### src/rtl/gb_lcd_capture_if.sv
// rtl/gb_lcd_capture_if.sv - framebuffer write port between capture and framebuffer memory
interface gb_lcd_capture_if;
  logic        FB_WR;
  logic [13:0] FB_ADDR;
  logic [7:0]  FB_DATA;
  logic        FB_READY;

  modport master (output FB_WR, FB_ADDR, FB_DATA, input FB_READY);
  modport slave  (input FB_WR, FB_ADDR, FB_DATA, output FB_READY);
endinterface

### src/rtl/gb_lcd_capture.sv
// rtl/gb_lcd_capture.sv - PPU pixel capture into a double-buffered packed framebuffer
// Optional BGP palette mapping of captured pixels: define LCD_CAPTURE_PALETTE_EN.
module gb_lcd_capture #(
  parameter int LINE_PIXELS = 160,
  parameter int FRAME_LINES = 144,
  parameter int BANK_BYTES  = 5760
) (
  input  logic             clk,
  input  logic             rst,
  input  logic             LCD_ON,
  input  logic [1:0]       PPU_MODE,
  input  logic [1:0]       PX_IN,
  input  logic             PX_valid,
  input  logic [7:0]       BGP,
  gb_lcd_capture_if.master fb,
  output logic             DISP_BANK,
  output logic             FRAME_DONE,
  output logic             OVERRUN,
  input  logic             CLR_OVR
);
  localparam logic [1:0]  MODE_HBLANK = 2'd0;
  localparam logic [1:0]  MODE_VBLANK = 2'd1;
  localparam logic [1:0]  MODE_DRAW   = 2'd3;
  localparam logic [7:0]  X_END       = 8'(LINE_PIXELS);
  localparam logic [7:0]  Y_END       = 8'(FRAME_LINES);
  localparam logic [13:0] BANK_SIZE   = 14'(BANK_BYTES);

  typedef enum logic [1:0] {IDLE, LINE, FLUSH} state_t;

  state_t      state;
  logic [7:0]  x;
  logic [7:0]  y;
  logic [7:0]  pack;
  logic [1:0]  prev_mode;
  logic        swap_pending;

  logic        accept;
  logic        complete;
  logic        flush_byte;
  logic        new_byte;
  logic        can_load;
  logic        drop;
  logic        draw_exit;
  logic        vblank_entry;
  logic [1:0]  px_col;
  logic [1:0]  pad_col;
  logic [7:0]  padded;
  logic [7:0]  byte_data;
  logic [13:0] byte_addr;

`ifdef LCD_CAPTURE_PALETTE_EN
  always_comb begin
    px_col = BGP[1:0];
    case (PX_IN)
      2'd1:    px_col = BGP[3:2];
      2'd2:    px_col = BGP[5:4];
      2'd3:    px_col = BGP[7:6];
      default: px_col = BGP[1:0];
    endcase
  end
  assign pad_col = BGP[1:0];
`else
  logic unused_bgp;
  assign unused_bgp = ^BGP;
  assign px_col     = PX_IN;
  assign pad_col    = 2'b00;
`endif

  // Pad a partial line-end byte so the earliest pixel still lands in bits [7:6].
  always_comb begin
    padded = pack;
    case (x[1:0])
      2'd1:    padded = {pack[1:0], pad_col, pad_col, pad_col};
      2'd2:    padded = {pack[3:0], pad_col, pad_col};
      2'd3:    padded = {pack[5:0], pad_col};
      default: padded = pack;
    endcase
  end

  assign accept       = PX_valid && LCD_ON && (PPU_MODE == MODE_DRAW) && (state != FLUSH)
                        && (x < X_END) && (y < Y_END);
  assign complete     = accept && (x[1:0] == 2'b11);
  assign flush_byte   = (state == FLUSH) && (x[1:0] != 2'b00);
  assign new_byte     = complete || flush_byte;
  assign can_load     = !fb.FB_WR || fb.FB_READY;
  assign drop         = LCD_ON && new_byte && !can_load;
  assign draw_exit    = (state == LINE) && (PPU_MODE != MODE_DRAW);
  assign vblank_entry = (PPU_MODE == MODE_VBLANK) && (prev_mode != MODE_VBLANK);
  assign byte_data    = complete ? {pack[5:0], px_col} : padded;
  assign byte_addr    = (DISP_BANK ? 14'd0 : BANK_SIZE) + ({6'd0, y} << 5) + ({6'd0, y} << 3)
                        + {8'd0, x[7:2]};

  always_ff @(posedge clk or negedge rst) begin
    if (!rst) begin
      state        <= IDLE;
      x            <= 8'd0;
      y            <= 8'd0;
      pack         <= 8'd0;
      prev_mode    <= MODE_HBLANK;
      swap_pending <= 1'b0;
      fb.FB_WR     <= 1'b0;
      fb.FB_ADDR   <= 14'd0;
      fb.FB_DATA   <= 8'd0;
      DISP_BANK    <= 1'b0;
      FRAME_DONE   <= 1'b0;
      OVERRUN      <= 1'b0;
    end else begin
      prev_mode  <= PPU_MODE;
      FRAME_DONE <= 1'b0;
      if (drop) begin
        OVERRUN <= 1'b1;
      end else if (CLR_OVR) begin
        OVERRUN <= 1'b0;
      end

      if (!LCD_ON) begin
        state        <= IDLE;
        x            <= 8'd0;
        y            <= 8'd0;
        pack         <= 8'd0;
        swap_pending <= 1'b0;
        fb.FB_WR     <= 1'b0;
      end else begin
        if (fb.FB_WR && fb.FB_READY) begin
          fb.FB_WR <= 1'b0;
        end
        if (new_byte && can_load) begin
          fb.FB_WR   <= 1'b1;
          fb.FB_ADDR <= byte_addr;
          fb.FB_DATA <= byte_data;
        end
        if (accept) begin
          pack <= {pack[5:0], px_col};
          x    <= x + 8'd1;
        end

        case (state)
          IDLE:    if (PPU_MODE == MODE_DRAW) state <= LINE;
          LINE:    if (draw_exit) state <= FLUSH;
          FLUSH: begin
            state <= IDLE;
            x     <= 8'd0;
            pack  <= 8'd0;
            y     <= swap_pending ? 8'd0 : ((y < Y_END) ? y + 8'd1 : y);
          end
          default: state <= IDLE;
        endcase

        // The swap waits for the last queued byte and any pending line flush.
        if (vblank_entry) begin
          swap_pending <= 1'b1;
          if (!draw_exit) y <= 8'd0;
        end else if (swap_pending && (state != FLUSH) && !draw_exit && !new_byte && can_load) begin
          DISP_BANK    <= ~DISP_BANK;
          FRAME_DONE   <= 1'b1;
          swap_pending <= 1'b0;
        end
      end
    end
  end
endmodule

### src/flat_wrapper.sv
// flat-port wrapper written by rule: the top's interface ports become plain ports
module gb_lcd_capture_flat 
#(
  parameter int LINE_PIXELS = 160,
  parameter int FRAME_LINES = 144,
  parameter int BANK_BYTES  = 5760
)
  (clk, rst, LCD_ON, PPU_MODE, PX_IN, PX_valid, BGP, DISP_BANK, FRAME_DONE, OVERRUN, CLR_OVR, fb_FB_WR, fb_FB_ADDR, fb_FB_DATA, fb_FB_READY);
  gb_lcd_capture_if fb_i ();
  input  logic clk;
  input  logic rst;
  input  logic LCD_ON;
  input  logic [1:0] PPU_MODE;
  input  logic [1:0] PX_IN;
  input  logic PX_valid;
  input  logic [7:0] BGP;
  output logic DISP_BANK;
  output logic FRAME_DONE;
  output logic OVERRUN;
  input  logic CLR_OVR;
  output wire logic [$bits(fb_i.FB_WR)-1:0] fb_FB_WR;
  output wire logic [$bits(fb_i.FB_ADDR)-1:0] fb_FB_ADDR;
  output wire logic [$bits(fb_i.FB_DATA)-1:0] fb_FB_DATA;
  input wire logic [$bits(fb_i.FB_READY)-1:0] fb_FB_READY;
  assign fb_FB_WR = fb_i.FB_WR;
  assign fb_FB_ADDR = fb_i.FB_ADDR;
  assign fb_FB_DATA = fb_i.FB_DATA;
  assign fb_i.FB_READY = fb_FB_READY;
  gb_lcd_capture #(.LINE_PIXELS(LINE_PIXELS), .FRAME_LINES(FRAME_LINES), .BANK_BYTES(BANK_BYTES)) u_core (.clk(clk), .rst(rst), .LCD_ON(LCD_ON), .PPU_MODE(PPU_MODE), .PX_IN(PX_IN), .PX_valid(PX_valid), .BGP(BGP), .fb(fb_i), .DISP_BANK(DISP_BANK), .FRAME_DONE(FRAME_DONE), .OVERRUN(OVERRUN), .CLR_OVR(CLR_OVR));
endmodule
### config.mk
export PLATFORM = sky130hd
export DESIGN_NAME = gb_lcd_capture_flat
export DESIGN_NICKNAME = d
export VERILOG_FILES = /design/src/rtl/gb_lcd_capture_if.sv /design/src/rtl/gb_lcd_capture.sv /design/src/flat_wrapper.sv
export SDC_FILE = /design/constraint.sdc
export NUM_CORES = 1
export LEC_CHECK = 0
export ABC_CLOCK_PERIOD_IN_PS = 2500
export BUFFER_PORTS_ARGS = -buffer_cell sky130_fd_sc_hd__buf_2
export CORE_ASPECT_RATIO = 1.5
export CORE_UTILIZATION = 30
export DETAILED_ROUTE_END_ITERATION = 10
export HOLD_SLACK_MARGIN = 0.08
export PLACE_DENSITY = 0.6
export REMOVE_ABC_BUFFERS = 1
export SLEW_MARGIN = 20
export SYNTH_ARGS = -nofsm -noshare
export SYNTH_HDL_FRONTEND = slang
export SYNTH_SLANG_ARGS = --single-unit
### constraint.sdc
create_clock -name clk -period 2.5 [get_ports clk]
set_input_delay 0.5 -clock clk [delete_from_list [all_inputs] [get_ports clk]]
set_output_delay 0.5 -clock clk [all_outputs]
set_load 0.02 [all_outputs]
# ---- Yosys cells after proc, flatten, opt, wreduce, memory -nomap -nowiden
# Index checks and enable logic that the tools add are counted.
dict set report word_totals {
  regBits 55
  in_bits 18
  out_inout_bits 26
  elab_cells 95
}
dict set report classes {
  add_sub_neg 5
  magnitude_cmp 2
  eq_ne 15
  n_mux 30
  n_bitwise 2
  n_reduce_logical 29
}
# operator count
set op_table {}
lappend op_table {{$mux W8} 13}
lappend op_table {{$pmux W8 S3} 1}
lappend op_table {{$logic_and A1 B1 Y1} 17}
lappend op_table {{$add A8 B1 Y8 const B} 2}
lappend op_table {{$lt A8 B8 Y1 const B} 2}
lappend op_table {{$add A14 B11 Y14} 1}
lappend op_table {{$add A14 B13 Y14} 1}
lappend op_table {{$add A14 B6 Y14} 1}
lappend op_table {{$mux W13} 1}
lappend op_table {{$mux W1} 11}
lappend op_table {{$ne A3 B1 Y1 const B} 3}
lappend op_table {{$eq A2 B2 Y1 const B} 4}
lappend op_table {{$eq A2 B1 Y1 const B} 3}
lappend op_table {{$mux W2} 3}
lappend op_table {{$ne A3 B2 Y1 const B} 2}
lappend op_table {{$logic_not A1 Y1} 4}
lappend op_table {{$ne A2 B2 Y1 const B} 2}
lappend op_table {{$pmux W2 S2} 1}
lappend op_table {{$reduce_and A2 Y1} 2}
lappend op_table {{$reduce_bool A2 Y1} 2}
lappend op_table {{$reduce_and A3 Y1} 1}
lappend op_table {{$logic_not A2 Y1} 1}
lappend op_table {{$logic_or A1 B1 Y1} 2}
lappend op_table {{$ne A2 B1 Y1 const B} 1}
lappend op_table {{$not A1 Y1} 2}

# ---- Logic depth before layout (Yosys ltp)
dict set report depth {
  word_depth 13
  ltp_mapped 9
  ltp_nobuf 9
}

# ---- Worst setup path before layout
# Ideal clock, no wire load.
dict set report synth_timing {
  path_kind {flip-flop to flip-flop}
  start {register u_core.DISP_BANK}
  end {register u_core.fb.FB_ADDR[12]}
  arrival_time_ns 2.406
  t_required_ns 2.375
  path_slack_ns -0.031
  path_stages_with_launch 9
  n_path_buf 0
  path_cell_list {dfrtp_1 inv_1 fa_1 ha_1 o21a_1 o31a_1 o41ai_1 xnor2_1 mux2_4}
}
dict set report synth_between {
  elab_chain_len 4
}
# element line_no
set synth_rtl {}
lappend synth_rtl {{start: declaration} gb_lcd_capture.sv:16} ;# output logic DISP_BANK,
lappend synth_rtl {{start signal: assignment} gb_lcd_capture.sv:154} ;# DISP_BANK <= ~DISP_BANK;
lappend synth_rtl {{$mux W13} gb_lcd_capture.sv:90} ;# assign byte_addr = (DISP_BANK ? 14'd0 : BANK_SIZE) + ({6'd0, y} << 5) + ({6'd0, y} << 3)
lappend synth_rtl {{$add A14 B13 Y14} gb_lcd_capture.sv:90}
lappend synth_rtl {{$add A14 B11 Y14} gb_lcd_capture.sv:90}
lappend synth_rtl {{$add A14 B6 Y14} gb_lcd_capture.sv:91} ;# + {8'd0, x[7:2]};
lappend synth_rtl {{end signal: assignment} gb_lcd_capture.sv:129} ;# fb.FB_ADDR <= byte_addr;
lappend synth_rtl {{end: declaration} gb_lcd_capture_if.sv:8} ;# modport master (output FB_WR, FB_ADDR, FB_DATA, input FB_READY);
# No other way between the ends.
# A chain may end at the register's enable or synchronous reset.

# ---- Worst setup path after layout
dict set report layout_timing {
  start {register u_core.x[7]}
  end {register u_core.fb.FB_ADDR[12]}
}
dict set report layout_between {
  elab_chain_len 7
  word_cells_on_any_way 8
  cone_classes {add/sub (1); order compare (1); reduce/logical (6)}
}
# element line_no
set layout_rtl {}
lappend layout_rtl {{start: declaration} gb_lcd_capture.sv:31} ;# logic [7:0] x;
lappend layout_rtl {{start signal: assignment} gb_lcd_capture.sv:134} ;# x <= x + 8'd1;
lappend layout_rtl {{$lt A8 B8 Y1} gb_lcd_capture.sv:81} ;# && (x < X_END) && (y < Y_END);
lappend layout_rtl {{$logic_and A1 B1 Y1 (2 in series)} gb_lcd_capture.sv:81}
lappend layout_rtl {{$logic_and A1 B1 Y1} gb_lcd_capture.sv:82} ;# assign complete = accept && (x[1:0] == 2'b11);
lappend layout_rtl {{$logic_or A1 B1 Y1} gb_lcd_capture.sv:84} ;# assign new_byte = complete || flush_byte;
lappend layout_rtl {{$logic_and A1 B1 Y1} gb_lcd_capture.sv:127} ;# if (new_byte && can_load) begin
lappend layout_rtl {{$reduce_and A2 Y1 (no line)} --}
# Several ways; a longest one is shown, not always the timed one.

==> summary.txt <==
outcome -> finished with violations
failing checks -> negative setup slack
ANT cells -> 0
hpwl dp -> 5.02 mm
Async SR Flop Fraction -> 100%
most frequent cells in the layout -> dfrtp_1, nand2_1, buf_2
Iter 0 DRT Violations -> 110
GRT overflow -> 0
number of synthesized flops with an enable pin -> 0
Pre-antenna DRT Iters -> 6
die area -> 10,700 µm²
Clock Power Share -> 38.0%
XOR/XNOR share of the synthesized area -> 4.82%
R2R Path End -> u_core.fb.FB_ADDR[12]$_DFFE_PN0P_
cell chain of the critical path -> inv_2 -> fa_1 -> buf_6 -> fa_2 -> nor2b_4 -> o31a_1 -> buf_6 -> o41ai_4 -> xnor2_1 -> mux2_4
setup violators final -> 1
P&R area growth vs syn -> 24.8%
Final Hold Viols -> 0
Initial Util -> 30.7%
Top Ports -> 44
sw frac -> 25.5%
Remaining DRCs -> 0
worst reg-to-reg setup slack -> -10 ps
IO buf count -> 35
Final WS setup -> -9.87 ps
initial antenna violation count -> 0
Root Driver -> clkbuf_16
post-synthesis compound-gate area fraction -> 13.3%
Final Slew Violations -> 0
CTS Hold Buffers Added -> 0
WS Path Type -> register to register
Post-DP Area -> 3570 µm²
Synth cell types -> 48
power per cell area -> 533 nW/µm²
crit share post-route -> 100%
RSZ-0062 raised after global routing -> yes
first-pass GRT wire length -> 11.5 mm
post-route cell area -> 3860 µm²
number of global-route vias before repair -> 2,436
via count -> 2,439
most frequent CP cell -> buf_6
Vias/cell -> 5.03
Yosys warnings -> 0
simple-gate share of the synthesized area -> 15.3%
core area -> 10,100 µm²
Placer Congestion -> 0.855
Critical Path Source -> u_core.x[7]$_DFFE_PN0P_
met2 wire len -> 3.85 mm
Vert. Die Dim -> 126 µm
leading area contributor after synthesis -> dfrtp_1
Hold/Removal Path Class -> input pin to asynchronous set/reset pin
Synth Area in Adders -> 10.5%
total global-route track usage -> 13.5%
top layer in use -> met4
Mapped Area -> 3090 µm²
dominant cells by area after synthesis -> dfrtp_1, ha_1, nand2_1
post-route ant nets -> 0
largest net degree at the start of global routing -> 56
critical path fanouts, max -> 2
fill count -> 1,012
total CTS buffers -> 5
Pint -> 1.53 mW
main combinational cell family by area after synthesis -> simple AND/OR/NAND/NOR gates
Tightest Pin Transition -> 626 ps
Reg clk slew, reported paths -> 70 ps
Setup Skew -> 4.64 ps
Reg-to-Reg Start -> u_core.x[7]$_DFFE_PN0P_
worst path required time -> 2690 ps
maximum vdd drop -> 0.000245 V
Die X -> 84.9 µm
Flop pwr share -> 45.0%
CTS tree -> yes
M1 wire length -> 2.70 mm
Crit path largest cell delay -> 570 ps
Crit-path slowest cell -> fa_1
Gate Count Post-Synth -> 301
Relative slew margins -> 58.1%
Worst setup EP type -> register
crit path DAT -> 2700 ps
synthesized flop and latch total -> 55
worst skew pair latency -> 300 ps
share of layout cells above drive strength 1 -> 29.1%
most common cell after layout, fill and taps aside -> dfrtp_1
maximum clock frequency -> 398 MHz
leak pwr -> 1.90 nW
Total Power -> 2.06 mW
DR WL met3 -> 201 µm
Startpoint Class -> register
Avg WL per Cell -> 14.2 µm
Seq/Total Area, Yosys -> 44.5%
Switch Pwr -> 0.525 mW
FF-to-FF path depth -> 10
syn avg cell area -> 10.3 µm²
Main synth FF type -> dfrtp_1
Critical Path End -> u_core.fb.FB_ADDR[12]$_DFFE_PN0P_
clock tree buffer depth -> 2
Layout Nets -> 409
Final min period -> 2510 ps
post-synthesis mux area share -> 8.46%
Combinational Power Share -> 17.0%
H-tree lvl count -> 2
Rows -> 45
Sink Count -> 55
# Max-Cap Violations -> 0
share of the synthesized area in the top cell type -> 44.5%
WL final -> 6.90 mm
[routing by layer]
metal / vias to the layer above / GRT usage, %
met4: 0 / 4.79
met5: - / 0
met3: 14 / 2.28
li1: 1181 / -
met1: 1201 / 14.6
met2: 43 / 25.8
[flip-flops by register name (all words and copies together), names as in the netlist]
register and cells:
u_core.fb.FB_ADDR 14, u_core.fb.FB_DATA 8, u_core.pack 8, u_core.x 8
u_core.y 8, u_core.prev_mode 2, u_core.state 2, u_core.DISP_BANK 1
u_core.FRAME_DONE 1, u_core.OVERRUN 1, u_core.fb.FB_WR 1, u_core.swap_pending 1
[power by group through the flow]
stage          registers (mW)  logic (mW)  clock network [mW]
2_1_floorplan           0.968       0.164                   0
3_3_place_gp            0.948       0.307                   0
3_5_place_dp            0.952       0.311                   0
4_1_cts                 0.927       0.343               0.808
5_1_grt                 0.928       0.387               0.838
6_report                0.926       0.350               0.782
[cells in the mapped netlist, types with 4 or more instances]
master and instances:
mux2_4 8, o21ai_0 20, mux2i_1 4, xnor2_1 11, nand2_1 36, nor2b_1 4
and3_1 4, a21oi_1 16, o21a_1 4, a22o_1 4, ha_1 18, fa_1 5
nor2_1 26, nand4_1 8, dfrtp_1 55, inv_1 18, nand3_1 4, mux2_2 8
xor2_1 6
[layout make-up]
cell class | instances | area, µm² | share of cell area, %
clock inverters | 1 | 30.0 | 0.778
repair buffers | 64 | 413 | 10.7
well taps | 117 | 146 | 3.79
multi-input cells | 223 | 1690 | 43.9
clock buffers | 6 | 129 | 3.34
inverters | 19 | 71.3 | 1.85
flip-flops and latches | 55 | 1380 | 35.7
[through the flow]
step           worst slack [ps]  util [%]  setup TNS (ps)  std cells  hold slack [ps]
4_1_cts                    5.77      37.3               0        481              207
3_5_place_dp              -24.4      35.4           -63.8        472              486
6_report                  -9.87      38.3           -9.87        485              186
5_1_grt                    -118      38.3            -278        485              211
2_1_floorplan             -31.0         -           -31.0        297              204
3_3_place_gp               4.40      35.4               0        472              477
[logic make-up after synthesis]
family | after synthesis
AO/OA/AOI/OAI | 64
XOR/XNOR | 17
adder cells (fa/ha/maj) | 23
buffers and inverters | 23
flip-flops | 55
multiplexers | 21
AND/OR/NAND/NOR | 98
[critical path: cells and delay by family (launching register included)]
kind	cells	cell delay, ps
AOI/OAI and AO/OA	2	510
xor gates and xnor gates	1	120
adders and majority gates	2	800
buffers and inverters	3	300
DFF	1	360
muxes	1	270
and+or+nand+nor	1	50
[worst min-delay path by stage]
stage                                      from                               end  slack (ps)  depth (start not counted)
2_1_floorplan                               rst      u_core.DISP_BANK$_DFFE_PN0P_         200                          0
3_3_place_gp   u_core.fb.FB_DATA[5]$_DFFE_PN0P_  u_core.fb.FB_DATA[5]$_DFFE_PN0P_         480                          1
3_5_place_dp   u_core.fb.FB_DATA[5]$_DFFE_PN0P_  u_core.fb.FB_DATA[5]$_DFFE_PN0P_         490                          1
4_1_cts                                     rst  u_core.fb.FB_ADDR[6]$_DFFE_PN0P_         210                          2
5_1_grt                                     rst  u_core.fb.FB_ADDR[6]$_DFFE_PN0P_         210                          2
6_report                                    rst  u_core.fb.FB_ADDR[6]$_DFFE_PN0P_         190                          2
[what timing repair did]
item,CTS,global route
buffers inserted,2,4
pin swaps,0,8
gates resized for setup,3,15
endpoints found under the setup margin,4,6
hold endpoints to repair,0,0
(Power assumes the default switching activity.)
